===== config.mk =====
export PLATFORM = sky130hd
export DESIGN_NAME = blackjack_round_fsm
export DESIGN_NICKNAME = d
export VERILOG_FILES = /design/src/rtl/blackjack_round_fsm.sv
export SDC_FILE = /design/constraint.sdc
export NUM_CORES = 1
export LEC_CHECK = 0
export BUFFER_PORTS_ARGS = -buffer_cell sky130_fd_sc_hd__buf_2
export CAP_MARGIN = 30
export CORE_ASPECT_RATIO = 1.2
export CORE_MARGIN = 2
export CORE_UTILIZATION = 25
export CTS_CLUSTER_DIAMETER = 60
export DETAILED_ROUTE_END_ITERATION = 10
export HOLD_SLACK_MARGIN = 0.1
export PLACE_DENSITY = 0.49
export SLEW_MARGIN = 10
export SYNTH_ARGS = -nofsm -noshare
export SYNTH_HDL_FRONTEND = slang
export SYNTH_SLANG_ARGS = --single-unit

===== constraint.sdc =====
create_clock -name clk -period 2.3 [get_ports clk]
set_input_delay 0.46 -clock clk [delete_from_list [all_inputs] [get_ports clk]]
set_output_delay 0.46 -clock clk [all_outputs]
set_load 0.01 [all_outputs]

===== src/rtl/blackjack_round_fsm.sv =====
// blackjack_round_fsm: blackjack round controller (deal, player hit/stand, dealer draw, tallies); BJ_SOFT_ACE_EN enables soft aces
module blackjack_round_fsm #(
  parameter int HAND_W       = 6,
  parameter int TARGET       = 21,
  parameter int DEALER_STAND = 17,
  parameter int CARD_MAX     = 10,
  parameter int SCORE_W      = 8
) (
  input  logic               clk,
  input  logic               reset_n,
  input  logic               new_round,
  input  logic               hit,
  input  logic               stand,
  input  logic [3:0]         card_in,
  output logic [HAND_W-1:0]  phand,
  output logic [HAND_W-1:0]  dhand,
  output logic [3:0]         last_card,
  output logic               deal_pulse,
  output logic [2:0]         state,
  output logic [1:0]         result,
  output logic [SCORE_W-1:0] p_wins,
  output logic [SCORE_W-1:0] d_wins
);
  typedef enum logic [2:0] {IDLE = 3'd0, DEAL = 3'd1, PLAYER = 3'd2, DEALER = 3'd3, RESULT = 3'd4} state_t;
  localparam logic [HAND_W-1:0] TGT = HAND_W'(TARGET);
  localparam logic [HAND_W-1:0] STD = HAND_W'(DEALER_STAND);
  state_t state_q, state_d;
  logic new_round_q, hit_q, stand_q;
  logic [2:0] cnt_q, cnt_d;
  logic [HAND_W-1:0] phard_q, phard_d, dhard_q, dhard_d, pe, de;
  logic [3:0] last_q, last_d, card;
  logic pulse_q, pulse_d;
  logic [1:0] res_q, res_d;
  logic [SCORE_W-1:0] pw_q, pw_d, dw_q, dw_d;
  logic nr_rise, hit_rise, stand_rise;
  logic clear, p_deal, d_deal, win, lose, push;
  function automatic logic [HAND_W-1:0] sat_add(input logic [HAND_W-1:0] h, input logic [3:0] c);
    logic [HAND_W:0] s;
    s = {1'b0, h} + (HAND_W+1)'(c);
    return s[HAND_W] ? '1 : s[HAND_W-1:0];
  endfunction
  assign nr_rise    = new_round & ~new_round_q;
  assign hit_rise   = hit & ~hit_q;
  assign stand_rise = stand & ~stand_q;
  assign card = card_in == 4'd0 ? 4'd1 : card_in > 4'(CARD_MAX) ? 4'(CARD_MAX) : card_in;
`ifdef BJ_SOFT_ACE_EN
  logic pace_q, pace_d, dace_q, dace_d;
  function automatic logic [HAND_W-1:0] eff(input logic [HAND_W-1:0] h, input logic a);
    logic [HAND_W:0] s;
    s = {1'b0, h} + (HAND_W+1)'(10);
    return (a && s <= (HAND_W+1)'(TARGET)) ? s[HAND_W-1:0] : h;
  endfunction
  assign pace_d = clear ? 1'b0 : pace_q | (p_deal & card == 4'd1);
  assign dace_d = clear ? 1'b0 : dace_q | (d_deal & card == 4'd1);
  assign pe = eff(phard_q, pace_q);
  assign de = eff(dhard_q, dace_q);
  // ace flags, one per hand
  always_ff @(posedge clk or negedge reset_n)
    if (!reset_n) begin
      pace_q <= 1'b0;
      dace_q <= 1'b0;
    end else begin
      pace_q <= pace_d;
      dace_q <= dace_d;
    end
`else
  assign pe = phard_q;
  assign de = dhard_q;
`endif
  // round sequencing: which hand draws this cycle and how the round ends
  always_comb begin
    state_d = state_q;
    cnt_d   = cnt_q;
    clear   = 1'b0;
    p_deal  = 1'b0;
    d_deal  = 1'b0;
    win     = 1'b0;
    lose    = 1'b0;
    push    = 1'b0;
    case (state_q)
      IDLE: if (nr_rise) begin
        clear   = 1'b1;
        cnt_d   = 3'd0;
        state_d = DEAL;
      end
      DEAL: if (cnt_q == 3'd4) begin
        win     = pe == TGT;
        lose    = pe > TGT;
        state_d = (pe >= TGT) ? RESULT : PLAYER;
      end else begin
        p_deal = ~cnt_q[0];
        d_deal = cnt_q[0];
        cnt_d  = cnt_q + 3'd1;
      end
      PLAYER: begin
        win     = pe == TGT;
        lose    = pe > TGT;
        p_deal  = pe < TGT && hit_rise;
        state_d = pe >= TGT ? RESULT : (!hit_rise && stand_rise) ? DEALER : PLAYER;
      end
      DEALER: if (de < STD) d_deal = 1'b1;
      else begin
        win     = de > TGT || pe > de;
        lose    = de <= TGT && pe < de;
        push    = de <= TGT && pe == de;
        state_d = RESULT;
      end
      RESULT: state_d = nr_rise ? IDLE : RESULT;
      default: state_d = IDLE;
    endcase
  end
  assign phard_d = clear ? '0 : p_deal ? sat_add(phard_q, card) : phard_q;
  assign dhard_d = clear ? '0 : d_deal ? sat_add(dhard_q, card) : dhard_q;
  assign pulse_d = p_deal | d_deal;
  assign last_d  = pulse_d ? card : last_q;
  assign res_d   = clear ? 2'd0 : win ? 2'd1 : lose ? 2'd2 : push ? 2'd3 : res_q;
  assign pw_d    = (win && pw_q != '1) ? pw_q + SCORE_W'(1) : pw_q;
  assign dw_d    = (lose && dw_q != '1) ? dw_q + SCORE_W'(1) : dw_q;
  // state, hands, edge detectors and tallies
  always_ff @(posedge clk or negedge reset_n)
    if (!reset_n) begin
      state_q     <= IDLE;
      cnt_q       <= '0;
      new_round_q <= 1'b0;
      hit_q       <= 1'b0;
      stand_q     <= 1'b0;
      phard_q     <= '0;
      dhard_q     <= '0;
      last_q      <= '0;
      pulse_q     <= 1'b0;
      res_q       <= '0;
      pw_q        <= '0;
      dw_q        <= '0;
    end else begin
      state_q     <= state_d;
      cnt_q       <= cnt_d;
      new_round_q <= new_round;
      hit_q       <= hit;
      stand_q     <= stand;
      phard_q     <= phard_d;
      dhard_q     <= dhard_d;
      last_q      <= last_d;
      pulse_q     <= pulse_d;
      res_q       <= res_d;
      pw_q        <= pw_d;
      dw_q        <= dw_d;
    end
  assign phand      = pe;
  assign dhand      = de;
  assign last_card  = last_q;
  assign deal_pulse = pulse_q;
  assign state      = state_q;
  assign result     = res_q;
  assign p_wins     = pw_q;
  assign d_wins     = dw_q;
endmodule

# Word level (Yosys, flattened, before mapping)
# Index checks and enable logic that the tools add are counted.
# Widths: inputs -> output; s select.
# word_totals
ff_bits,44
inputBits,9
wordCells,101
# op_classes
addsub,5
order_cmp,9
eq_ne,13
mux,38
bitwise,8
reduce_logical,16
# ops
operator,count
$mux 6,6
$mux 3,8
$add 8x1->8 const B,2
$ne 8x8->1 const B,2
$pmux 3 s5,1
$add 6x4->7,2
$gt 6x5->1 const B,2
$lt 6x5->1 const B,2
$mux 1,12
$mux 2,4
$mux 4,2
$ne 2x2->1 const B,4
$eq 3x2->1 const B,2
$eq 3x3->1 const B,2
$eq 6x5->1 const B,1
$eq 6x6->1,1
$ge 6x5->1 const B,1
$gt 6x6->1,1
$le 6x5->1 const B,1
$logic_and 1x1->1,6
$lt 6x6->1,1
$pmux 1 s3,2
$pmux 3 s2,1
$reduce_and 3->1,2
13 further kinds,21

# Depth between registers and ports, before layout
# logic_depth
ltp_word,8
depth_mapped,12

# Least setup slack after synthesis
# OpenSTA, ideal clock, no wires.
# synth_path
path_kind,input to register
startpoint,input port card_in[2]
endpoint,"register phard_q[1], in the netlist phand[1]"
setup_time_ns,0.082
t_arrival_ns,2.219
required_time_ns,2.218
slack_ns,-0.001
path_stages,12
n_path_buf,0
path_cell_list,nor2_1 -> nor2_1 -> o21ai_0 -> ha_1 -> inv_1 -> fa_1 -> inv_1 -> a21oi_1 -> o21bai_1 -> nor2b_1 -> inv_1 -> a31oi_1
# synth_between
elab_chain_len,7
elab_cells_between_ends,8
# synth_lines
item,line,rtl
from (decl),14,"input logic [3:0] card_in,"
$gt 4x4->1,45,assign card = card_in == 4'd0 ? 4'd1 : card_in > 4'(CARD_MAX) ? 4'(CARD_MAX) : card_in;
$mux 4,45,
$mux 4 *,45,
via card[0],31,"logic [3:0] last_q, last_d, card;"
$add 6x4->7 *,39,"s = {1'b0, h} + (HAND_W+1)'(c);"
$mux 6 *,40,return s[HAND_W] ? '1 : s[HAND_W-1:0];
$mux 6 * (2 in a row),112,"assign phard_d = clear ? '0 : p_deal ? sat_add(phard_q, card) : phard_q;"
to (signal assigned),140,phard_q <= phard_d;
to (decl),30,"logic [HAND_W-1:0] phard_q, phard_d, dhard_q, dhard_d, pe, de;"
# The timed path passes the listed nets; every way through them passes the cells marked *. The select of a mux whose other input is x is not followed.
# A chain may end at the register's enable or synchronous reset.

# Worst setup path in the final report
# layout_path
startpoint,"register dhard_q[3], in the netlist dhand[3]"
endpoint,"register pw_q[7], in the netlist p_wins[7]"
# layout_between
elab_chain_len,5
elab_cells_between_ends,7
# layout_lines
item,line,rtl
from (decl),30,
from (signal assigned),141,dhard_q <= dhard_d;
$gt 6x5->1 or $gt 6x6->1 (tied branches),103,win = de > TGT || pe > de;
$logic_or 1x1->1,103,
$mux 1 *,101,DEALER: if (de < STD) d_deal = 1'b1;
$pmux 1 s3 *,80,case (state_q)
$logic_and 1x1->1 *,117,assign pw_d = (win && pw_q != '1) ? pw_q + SCORE_W'(1) : pw_q;
to (signal assigned),145,pw_q <= pw_d;
to (decl),34,"logic [SCORE_W-1:0] pw_q, pw_d, dw_q, dw_d;"
# Every way passes the cells marked *; elsewhere a longest branch is shown, timed or not.

==> results <==
- The number of hold buffers added after CTS was 0.
- Setup repair after global routing could not meet its margin everywhere.
- The sequential share of power is 0.317.
- The clock sink count is 44.
- The dominant register cell in the synthesized netlist is dfrtp_1.
- The CTS root buffer is clkbuf_16.
- The arrival time at the worst endpoint is approximately 2.4 ns.
- For this run, the total global-route usage over all layers was measured as 0.1189.
- The via count of the first global-routing pass is between 2,000 and 2,500.
- The flow ran to the end, and the final reports show no timing, DRC or antenna violations.
- Data on the critical path is required at its endpoint by around 2.5 ns.
- During synthesis, Yosys emitted a total of 0 warnings.
- The average detailed-routed wire length per instance is approximately 14 um.
- The number of antenna diodes in the final layout is 0.
- The area of the die is ~11,000 um^2.
- At the end of the flow the core is filled with cells to 0.3317.
- After routing, the total negative slack on setup checks comes to 0 ns.
- The post-layout net count is roughly 360.
- The tightest min-delay check is of the in2async type.
- The minimum clock period after layout is about 2.1 ns.
- In this run the tightest slew margin relative to its limit is 0.5362.
- The post-place instance area is 3152 um^2.
- The number of antenna violations at the first check in global routing came to 0.
- The first global-routing pass estimated ~11 mm of wire.
- The mean area per synthesized cell is about 10 um^2.
- The CTS H-tree depth is 2.
- The number of standard-cell rows in the floorplan is 40.
- The internal power contribution is roughly 0.0023 W.
- In the final routing, the length of wire on met1 measures between 3 and 4 mm.
- The leakage power of the design is 1.705 nW.
- The later pin in the worst-skew pair is clocked with a latency of approximately 0.29 ns.
- The congestion estimate from routability-driven global placement came to 0.7672.
- The capturing element type of the critical path is a flop.
- The final route contains 2,082 vias.
- After detailed routing, the number of remaining DRC violations is 0.
- Summed over all nets, wire length on met3 after detailed routing comes to roughly 260 um.
- Of the total power, the share spent switching nets is 0.3754.
- The number of library cell types mapped by synthesis is 49.
- The part of the total power dissipated in the clock network is 0.230.
- The total overflow left after global routing is 0.
- The area inside the core boundary is between 10,000 and 15,000 um^2.
- The combinational share of power is 0.453.
- The switching component of the power is 0.001396 W.
- Clock skew on the completed layout was measured at around 0.0087 ns.
- Hold timing on the final database bottoms out at a slack of roughly 0.22 ns.
- The worst setup path is launched from a flop.
- The iteration count of the initial detailed-routing pass is 4.
- VDD sags by at most approximately 0.44 mV.
- For this design the top-level I/O count stands at 47.
- In the synthesized netlist the async set-or-reset flop fraction comes to 1.000.
- The half-perimeter wire length after detailed placement is 4.945 mm.
- The power per cell area is ~1100 nW/um^2.
- The cell area that synthesis handed to floorplanning was 2613 um^2.
- The total clock buffers created by CTS is 5.
- Entering global routing, the biggest net connects 29 pins.
- In this run the critical register-to-register path is launched from dhand[3]$_DFFE_PN0P_.
- The clock transition time at the flip-flop clock pins of the worst setup and hold paths is ~0.07 ns.
- The post-placement worst setup slack is -0.2098 ns.
- The final count of hold timing violations was 0.
- The synthesis-to-finish area growth is 28.35%.
- The share of final-layout standard cells stronger than drive strength 1 is 0.3036.
- For the worst flop-to-flop path, the logic depth is 8.
- The smallest setup slack after layout is ~0.15 ns.
- Leaving out fill and tap cells, the most frequent cell in the layout is buf_2.
- The CTS tree is yes.
- Setup slack on the worst reg-to-reg path comes out at around 0.15 ns.
- The wire length reported by the detailed router is 6.402 mm.
- The tool flagged a number of max-cap violations equal to 0.
- The startpoint-to-endpoint class of the critical path is reg2reg.
- In the finished design, the share of the clock period the worst path needs comes to 0.9328.
- At the pin with the least slew margin, the transition time is roughly 0.7 ns.
- From left edge to right edge, the die measures around 100 um.
- Of the synthesized area, sequential elements account for 0.4215.
- Based on the critical path, the design can be clocked at up to 466.1 MHz.
- The wire length on met2 is 3.098 mm.
- The effective utilization at floorplan is 0.2584.
- The endpoint of the lowest-slack register-to-register path is p_wins[7]$_DFFE_PN0P_.
- Setup violations remaining at the end of the flow were counted as 0.
- The ratio of routed vias to standard cells is 4.506.
- After routing the design area is between 3000 and 4000 um^2.
- The number of buffers between clock root and the deepest sink is 2.
- Synthesis inferred 44 register bits.
- The number of nets handed over by synthesis was just under 300.
- The quantity of I/O buffers inserted on ports is 46.
- The initial detailed-routing violation count is 56.
- The count of pins over their slew limit is 0.
- From bottom edge to top edge, the die measures approximately 120 um.
- The number of enable-type register cells in the synthesized netlist is 0.
- After technology mapping, the gate count stands at around 260.
- The number of routed nets with antenna violations is 0.
- The maximum fanout along the worst path is 6.
- The most critical setup path has its startpoint at dhand[3]$_DFFE_PN0P_.
- Signal routing reaches up to met4.
- The top cell types in the final layout, fill and taps aside, are 46 x buf_2, 43 x dfrtp_1, 27 x buf_4.
-- how the worst max path moves through the flow --
stage | to | slack (ns) | depth (start not counted)
2_1_floorplan | phand[1]$_DFFE_PN0P_ | 0.08 | 12
3_3_place_gp | phand[1]$_DFFE_PN0P_ | -0.17 | 13
3_5_place_dp | dhand[3]$_DFFE_PN0P_ | -0.21 | 13
4_1_cts | d_wins[7]$_DFFE_PN0P_ | 0.08 | 8
5_1_grt | dhand[3]$_DFFE_PN0P_ | -0.03 | 13
6_report | p_wins[7]$_DFFE_PN0P_ | 0.15 | 8
-- per-stage QoR --
step / power, W / instances
4_1_cts: 0.003761 / 461
3_5_place_dp: 0.002884 / 453
3_3_place_gp: 0.002859 / 453
6_report: 0.003719 / 462
5_1_grt: 0.004058 / 462
2_1_floorplan: 0.002231 / 262
-- cell families (layout without fill, tap and decap cells) --
| kind of cell | count (synthesis) | in the layout | synth area share |
|---|---|---|---|
| simple gates | 84 | 84 | 0.1830 |
| compound gates | 66 | 66 | 0.1662 |
| flops | 44 | 44 | 0.4215 |
| buf+inv | 24 | 98 | 0.04119 |
| fa+ha+maj | 21 | 21 | 0.1054 |
| xor+xnor | 17 | 17 | 0.05699 |
| mux | 6 | 6 | 0.02586 |
-- layer usage --
metal	track usage	vias up
li1	-	1071
met3	0.02533	2
met4	0.02500	0
met1	0.1568	971
met2	0.2037	38
met5	0	-
-- power by group through the flow --
stage	Clock (W)	Sequential [W]	Combinational, W
floorplan	0	0.00127	0.000964
global placement	0	0.00120	0.00166
detailed placement	0	0.00120	0.00168
CTS	0.000883	0.00119	0.00169
global route	0.000916	0.00122	0.00192
finish	0.000857	0.00118	0.00168
-- area by class of cell --
class / count / area [um^2]
tap: 126 / 157.7
multi-input combinational: 194 / 1419
clock inverter: 2 / 38.79
clock buffer: 6 / 138.9
timing repair buffer: 73 / 432.9
inverter: 17 / 63.81
sequential: 44 / 1102
fill: 1091 / 6756
-- repair_timing --
item,CTS,global route
gates resized for setup,0,6
endpoints found under the setup margin,0,15
buffers inserted,0,1
-- synth_stat cells, types with 3 or more instances --
cell type | n | area share
dfrtp_1 | 44 | 0.42
nand2_1 | 25 | 0.036
a21oi_1 | 18 | 0.034
ha_1 | 18 | 0.086
inv_1 | 17 | 0.024
nor2_1 | 15 | 0.022
o21ai_0 | 12 | 0.023
xor2_1 | 12 | 0.040
nor2b_1 | 8 | 0.019
a21o_1 | 6 | 0.017
mux2_2 | 6 | 0.026
nand2b_1 | 6 | 0.014
nand3_1 | 5 | 0.0096
o21bai_1 | 5 | 0.014
o31ai_1 | 5 | 0.014
xnor2_1 | 5 | 0.017
a31oi_1 | 4 | 0.0096
nor3_1 | 4 | 0.0077
and2_1 | 3 | 0.0072
and3_1 | 3 | 0.0072
clkbuf_1 | 3 | 0.0043
nand4_1 | 3 | 0.0072
-- flip-flops by register name (all words and copies together), names as in the netlist --
register and flops:
d_wins 8, p_wins 8, dhand 6, phand 6
last_card 4, cnt_q 3, state 3, result 2
deal_pulse 1, hit_q 1, new_round_q 1, stand_q 1
-- worst max-delay path, cell delays in order, from the launching register on --
cell and delay (ns):
dfrtp_1 0.40, inv_1 0.10, ha_1 0.30, nand4_1 0.11, o21bai_1 0.19, a211o_1 0.29
a21bo_2 0.26, nor4_2 0.25, xor2_1 0.16
Power figures use the tool's default switching activity.
